### src/rtl/mem_ctrl_pkg.sv
// Shared types for the IF/D memory arbiter: access sizes,
// FSM state and owner encodings.
package mem_ctrl_pkg;

  localparam logic [1:0] SZ_1W  = 2'b00;
  localparam logic [1:0] SZ_4W  = 2'b01;
  localparam logic [1:0] SZ_8W  = 2'b10;
  localparam logic [1:0] SZ_16W = 2'b11;

  typedef enum logic [1:0] {
    IDLE  = 2'b00,
    ISSUE = 2'b01,
    RDATA = 2'b10
  } state_e;

  typedef enum logic {
    OWN_IF = 1'b0,
    OWN_D  = 1'b1
  } owner_e;

  function automatic logic [4:0] beat_count(
    input logic [1:0] sz
  );
    logic [4:0] n;
    n = 5'd1;
    case (sz)
      SZ_1W:   n = 5'd1;
      SZ_4W:   n = 5'd4;
      SZ_8W:   n = 5'd8;
      SZ_16W:  n = 5'd16;
      default: n = 5'd1;
    endcase
    return n;
  endfunction

endpackage

### src/rtl/mem_rr_arb2.sv
// Two-way round-robin arbiter; bit 0 = IF, bit 1 = D.
// A tie goes to whichever side was not served last.
module mem_rr_arb2
  import mem_ctrl_pkg::*;
(
  input  logic [1:0] req,
  input  owner_e     last_owner,
  input  logic       advance,
  output logic [1:0] gnt
);

  always_comb begin
    gnt = 2'b00;
    if (advance) begin
      unique case (req)
        2'b01:   gnt = 2'b01;
        2'b10:   gnt = 2'b10;
        2'b11:   gnt = (last_owner == OWN_IF)
                       ? 2'b10 : 2'b01;
        default: gnt = 2'b00;
      endcase
    end
  end

endmodule

### src/rtl/mem_arbiter.sv
// Shares one memory between instruction fetch bursts and
// single-word data accesses; all outputs registered.
module mem_arbiter
  import mem_ctrl_pkg::*;
#(
  parameter int ADDR_WIDTH     = 32,
  parameter int DATA_WIDTH     = 32,
  parameter int MEM_RD_LATENCY = 1
) (
  input  logic                  clock,
  input  logic                  reset_n,
  input  logic                  if_req,
  input  logic [ADDR_WIDTH-1:0] if_addr,
  input  logic [1:0]            if_size,
  output logic                  if_gnt,
  output logic [DATA_WIDTH-1:0] if_rdata,
  output logic                  if_rvalid,
  output logic                  if_last,
  input  logic                  d_req,
  input  logic                  d_rw,
  input  logic [ADDR_WIDTH-1:0] d_addr,
  input  logic [DATA_WIDTH-1:0] d_wdata,
  output logic                  d_gnt,
  output logic [DATA_WIDTH-1:0] d_rdata,
  output logic                  d_rvalid,
  output logic                  mem_enable,
  output logic                  mem_rw,
  output logic [ADDR_WIDTH-1:0] mem_addr,
  output logic [1:0]            mem_access_size,
  output logic [DATA_WIDTH-1:0] mem_data_in,
  input  logic                  mem_busy,
  input  logic [DATA_WIDTH-1:0] mem_rdata
);

  localparam int LW =
    $clog2(MEM_RD_LATENCY + 1);
  localparam logic [LW-1:0] LAT0 =
    LW'(MEM_RD_LATENCY - 1);
  localparam logic [ADDR_WIDTH-1:0] AMASK =
    ~ADDR_WIDTH'(3);

  state_e                state_q, state_d;
  owner_e                owner_q, owner_d;
  owner_e                last_q, last_d;
  logic [4:0]            cnt_q, cnt_d;
  logic [LW-1:0]         lat_q, lat_d;
  logic                  if_gnt_q, if_gnt_d;
  logic [DATA_WIDTH-1:0] if_rdata_q, if_rdata_d;
  logic                  if_rvalid_q, if_rvalid_d;
  logic                  if_last_q, if_last_d;
  logic                  d_gnt_q, d_gnt_d;
  logic [DATA_WIDTH-1:0] d_rdata_q, d_rdata_d;
  logic                  d_rvalid_q, d_rvalid_d;
  logic                  men_q, men_d;
  logic                  mrw_q, mrw_d;
  logic [ADDR_WIDTH-1:0] maddr_q, maddr_d;
  logic [1:0]            msz_q, msz_d;
  logic [DATA_WIDTH-1:0] mwd_q, mwd_d;

  logic [1:0] req_v;
  logic [1:0] gnt;

  // A requester sees its gnt one cycle late, so its
  // still-high req must not win a second time.
  assign req_v = {d_req & ~d_gnt_q,
                  if_req & ~if_gnt_q};

  mem_rr_arb2 u_arb (
    .req        (req_v),
    .last_owner (last_q),
    .advance    (state_q == IDLE),
    .gnt        (gnt)
  );

  always_comb begin
    state_d     = state_q;
    owner_d     = owner_q;
    last_d      = last_q;
    cnt_d       = cnt_q;
    lat_d       = lat_q;
    if_gnt_d    = 1'b0;
    d_gnt_d     = 1'b0;
    if_rvalid_d = 1'b0;
    if_last_d   = 1'b0;
    d_rvalid_d  = 1'b0;
    if_rdata_d  = if_rdata_q;
    d_rdata_d   = d_rdata_q;
    men_d       = men_q;
    mrw_d       = mrw_q;
    maddr_d     = maddr_q;
    msz_d       = msz_q;
    mwd_d       = mwd_q;
    unique case (state_q)
      IDLE: begin
        if (gnt[1]) begin
          owner_d = OWN_D;
          state_d = ISSUE;
          men_d   = 1'b1;
          mrw_d   = d_rw;
          maddr_d = d_addr & AMASK;
          msz_d   = SZ_1W;
          mwd_d   = d_wdata;
        end else if (gnt[0]) begin
          owner_d = OWN_IF;
          state_d = ISSUE;
          men_d   = 1'b1;
          mrw_d   = 1'b0;
          maddr_d = if_addr & AMASK;
          msz_d   = if_size;
          mwd_d   = '0;
        end
      end
      ISSUE: begin
        if (!mem_busy) begin
          men_d  = 1'b0;
          last_d = owner_q;
          if (owner_q == OWN_D) d_gnt_d = 1'b1;
          else if_gnt_d = 1'b1;
          if (mrw_q) begin
            state_d = IDLE;
          end else begin
            state_d = RDATA;
            cnt_d   = beat_count(msz_q);
            lat_d   = LAT0;
          end
        end
      end
      RDATA: begin
        if (lat_q != '0) begin
          lat_d = lat_q - LW'(1);
        end else begin
          if (owner_q == OWN_IF) begin
            if_rvalid_d = 1'b1;
            if_rdata_d  = mem_rdata;
            if_last_d   = (cnt_q == 5'd1);
          end else begin
            d_rvalid_d = 1'b1;
            d_rdata_d  = mem_rdata;
          end
          cnt_d = cnt_q - 5'd1;
          if (cnt_q == 5'd1) state_d = IDLE;
        end
      end
      default: state_d = IDLE;
    endcase
  end

  always_ff @(posedge clock or negedge reset_n) begin
    if (!reset_n) begin
      state_q     <= IDLE;
      owner_q     <= OWN_IF;
      last_q      <= OWN_IF;
      cnt_q       <= '0;
      lat_q       <= '0;
      if_gnt_q    <= 1'b0;
      if_rdata_q  <= '0;
      if_rvalid_q <= 1'b0;
      if_last_q   <= 1'b0;
      d_gnt_q     <= 1'b0;
      d_rdata_q   <= '0;
      d_rvalid_q  <= 1'b0;
      men_q       <= 1'b0;
      mrw_q       <= 1'b0;
      maddr_q     <= '0;
      msz_q       <= '0;
      mwd_q       <= '0;
    end else begin
      state_q     <= state_d;
      owner_q     <= owner_d;
      last_q      <= last_d;
      cnt_q       <= cnt_d;
      lat_q       <= lat_d;
      if_gnt_q    <= if_gnt_d;
      if_rdata_q  <= if_rdata_d;
      if_rvalid_q <= if_rvalid_d;
      if_last_q   <= if_last_d;
      d_gnt_q     <= d_gnt_d;
      d_rdata_q   <= d_rdata_d;
      d_rvalid_q  <= d_rvalid_d;
      men_q       <= men_d;
      mrw_q       <= mrw_d;
      maddr_q     <= maddr_d;
      msz_q       <= msz_d;
      mwd_q       <= mwd_d;
    end
  end

  assign if_gnt          = if_gnt_q;
  assign if_rdata        = if_rdata_q;
  assign if_rvalid       = if_rvalid_q;
  assign if_last         = if_last_q;
  assign d_gnt           = d_gnt_q;
  assign d_rdata         = d_rdata_q;
  assign d_rvalid        = d_rvalid_q;
  assign mem_enable      = men_q;
  assign mem_rw          = mrw_q;
  assign mem_addr        = maddr_q;
  assign mem_access_size = msz_q;
  assign mem_data_in     = mwd_q;

endmodule

### config.mk
export PLATFORM = sky130hd
export DESIGN_NAME = mem_arbiter
export DESIGN_NICKNAME = d
export VERILOG_FILES = /design/src/rtl/mem_ctrl_pkg.sv /design/src/rtl/mem_rr_arb2.sv /design/src/rtl/mem_arbiter.sv
export SDC_FILE = /design/constraint.sdc
export NUM_CORES = 1
export LEC_CHECK = 0
export ABC_CLOCK_PERIOD_IN_PS = 1750
export CORE_MARGIN = 2
export CORE_UTILIZATION = 40
export CTS_CLUSTER_SIZE = 14
export DETAILED_ROUTE_END_ITERATION = 10
export PLACE_DENSITY = 0.78
export SYNTH_ARGS = -nofsm -noshare
export SYNTH_HDL_FRONTEND = slang
export SYNTH_SLANG_ARGS = --single-unit
### constraint.sdc
create_clock -name clock -period 1.75 [get_ports clock]
set_input_delay 0.175 -clock clock [delete_from_list [all_inputs] [get_ports clock]]
set_output_delay 0.175 -clock clock [all_outputs]
set_load 0.05 [all_outputs]
==> impl_results.md <==
- Fmax: 0.613 GHz
- Die H: 126 microns
- Final ANT Viol Nets: 0
- Core Box Area: 14600 sq um
- Total CTS buffers: 17
- Die area: 16000 sq um
- Avg Cell Area, Syn: 12.9 sq um
- R2R Path End: cnt_q[0]
- Routed wire per std cell: 19.4 microns
- # DRC: 0
- Sink Count: 144
- TritonRoute pass-1 iters: 4
- Run status: complete, no violations
- Unrepaired setup endpoints after global routing: true
- Final #Nets: 866
- Clock buffer depth: 2
- Most frequent cells in the layout: dfrtp_1 (144), clkdlybuf4s50_1 (130), dlygate4sd2_1 (113)
- Leak Pwr: 4.25 nW
- Worst path slowest cell: or4b_1
- Clock Latency Late Sink: 430 ps
- Highest metal used: met4
- Max cap viols: 0
- Critical path startpoint category: flip-flop
- Post-route minimum period: 1630 ps
- Routability Congestion: 0.790
- Slowest stage delay, CP: 600 ps
- Total GRT Usage: 0.226
- EDFF count, synth: 0
- Layout cell share with drive strength beyond 1: 0.197
- Fin. Hold Viols: 0
- Maximum VDD drop: 1.30 mV
- Max-slew headroom: 0.558
- Number of antenna violations at the first check in global routing: 0
- Post-CTS Setup Inserts: 0
- M1 WL: 6810 microns
- First-pass GRT wire length: 28500 microns
- Area Growth Syn to Fin: 55.8%
- Critical R2R Launch: state_q[1]
- Initial DRC Count: 201
- Worst R2R Path Depth: 3
- Metal3 WL: 1210 microns
- WP data arrival: 1930 ps
- Most used DFF post-synth: dfrtp_1
- HP Class: in -> async
- Gr ovfl total: 0
- # fillers: 1146
- Initial Util: 0.411
- CTS H-tree lvls: 4
- Vias: 4967
- Drt via density: 5.36
- Final period util: 0.932
- Ys Warns: 0
- Hold Slack: 250 ps
- Yosys reg bits: 144
- WL final: 17900 microns
- Slew Viols, Final: 0
- Root buffer selected by CTS: clkbuf_16
- Largest net degree at the start of global routing: 68
- Tot Pwr: 20.6 mW
- Leading cell type in the layout, fill and taps excluded: dfrtp_1
- Ys async rst share: 1.00
- Worst-margin pin slew: 662 ps
- Reg2Reg Setup Slack: 120 ps
- Final HPWL DP: 12500 microns
- PortBufs: 266
- Synth cell types: 38
- Die width: 126 microns
- Clk_skew: 6.91 ps
- CP Capture Type: flip-flop
- Rows: 44
- Register Area: 3600 sq um
- Worst-path cell chain: buf_4, or4b_1, a311o_1
- Post-Synthesis Cells: 464
- Endpoints failing setup: 0
- Worst Path Required: 2050 ps
- Crit Path Class: reg -> reg
- Mapped Area: 6000 sq um
- Met2 Wirelength: 9330 microns
- CTS tree: yes
- Power per cell area: 2200 nW/um^2
- Seq/Total Area, Yosys: 0.601
- Reg clk slew, reported paths: 60 ps
- CP max FO: 6
- Area of the multi-input gates: 2060 sq um
- Number of global-route vias before repair: 5325
- Total negative slack: 0 ps
- Num ports: 273
cells in the mapped netlist, types with 2 or more instances:
| cell type | instances | area (sq um) |
|---|---|---|
| buf_6 | 5 | 56.3 |
| a21o_1 | 3 | 22.5 |
| nand2b_1 | 3 | 18.8 |
| nor3_1 | 7 | 35.0 |
| a22o_1 | 35 | 307 |
| ha_1 | 2 | 25.0 |
| nor2b_1 | 2 | 12.5 |
| nor2_1 | 4 | 15.0 |
| mux2_2 | 63 | 709 |
| inv_1 | 38 | 143 |
| clkbuf_1 | 26 | 97.6 |
| nand3_1 | 3 | 15.0 |
| a211oi_1 | 30 | 225 |
| nand2_1 | 3 | 11.3 |
| a21oi_1 | 2 | 10.0 |
| and3_1 | 3 | 18.8 |
| dfrtp_1 | 144 | 3600 |
| buf_2 | 10 | 50.1 |
| a2111oi_0 | 30 | 263 |
| buf_4 | 2 | 15.0 |
| nor4_1 | 32 | 200 |
what timing repair did:
| action | CTS | global route |
|---|---|---|
| endpoints found under the hold margin | 43 | 0 |
| setup endpoints to repair | 145 | 32 |
| pin swaps | 0 | 1 |
| hold buffers | 1 | 0 |
| gates cloned | 0 | 1 |
| gates resized for setup | 116 | 6 |
flip-flops by register name (all words and copies together) (netlist names), 2 cells and up:
| signal | count |
|---|---|
| cnt_q | 5 |
| if_rdata | 32 |
| d_rdata | 32 |
| mem_addr | 30 |
| state_q | 2 |
| mem_access_size | 2 |
| mem_data_in | 32 |
where the power goes:
group | leakage (nW) | switching, mW | total [mW] | internal (mW)
Sequential | 1.73 | 0.899 | 5.78 | 4.88
Clock | 0.283 | 1.52 | 3.52 | 2.00
Combinational | 2.24 | 7.80 | 11.3 | 3.48
per-layer routing:
| layer | track usage | vias to the layer above |
|---|---|---|
| met1 | 0.262 | 2445 |
| met4 | 0.0995 | 0 |
| li1 | - | 2269 |
| met3 | 0.0616 | 42 |
| met5 | 0 | - |
| met2 | 0.394 | 211 |
layout make-up:
type | instances | share of cell area
Antenna cell | 1 | 0.000268
Timing Repair Buffer | 286 | 0.291
Tap cell | 184 | 0.0246
Inverter | 38 | 0.0157
Multi-Input combinational cell | 240 | 0.220
Timing Repair inverter | 1 | 0.000803
Clock buffer | 17 | 0.0455
Sequential cell | 144 | 0.385
Clock inverter | 15 | 0.0159
cell families (layout without fill, tap and decap cells):
kind of cell / after synthesis / after routing / share of synthesized area
mux: 64 / 64 / 0.120
compound gates: 107 / 107 / 0.148
flops: 144 / 144 / 0.601
buf+inv: 81 / 357 / 0.0603
fa+ha+maj: 2 / 2 / 0.00417
simple gates: 65 / 65 / 0.0663
other cells: 1 / 3 / 0.000625
critical path: cells and delay by family (launching register included):
kind | cells | cell delay [ps]
DFF | 1 | 380
AOI/OAI and AO/OA | 1 | 380
buffers and inverters | 1 | 150
and+or+nand+nor | 1 | 600
stage by stage:
stage / utilization / cell area [sq um] / std cells / setup slack, ps
6_report: 0.641 / 9350 / 926 / 119
5_1_grt: 0.641 / 9350 / 925 / -33.3
3_3_place_gp: 0.608 / 8880 / 891 / -414
4_1_cts: 0.639 / 9330 / 924 / 21.3
3_5_place_dp: 0.608 / 8880 / 891 / -472
2_1_floorplan: - / 6000 / 465 / 10.2
how the worst max path moves through the flow:
| stage | from | endpoint | slack [ps] | cells after the start |
|---|---|---|---|---|
| finish | state_q[1] | cnt_q[0] | 120 | 3 |
| global route | last_q | mem_addr[24] | -30 | 3 |
| CTS | last_q | mem_addr[21] | 20 | 3 |
| detailed placement | d_req | mem_addr[18] | -470 | 4 |
| global placement | d_req | mem_access_size[0] | -410 | 5 |
| floorplan | d_gnt | mem_addr[2] | 10 | 5 |
No activity file was read; power rests on OpenSTA's default activity.
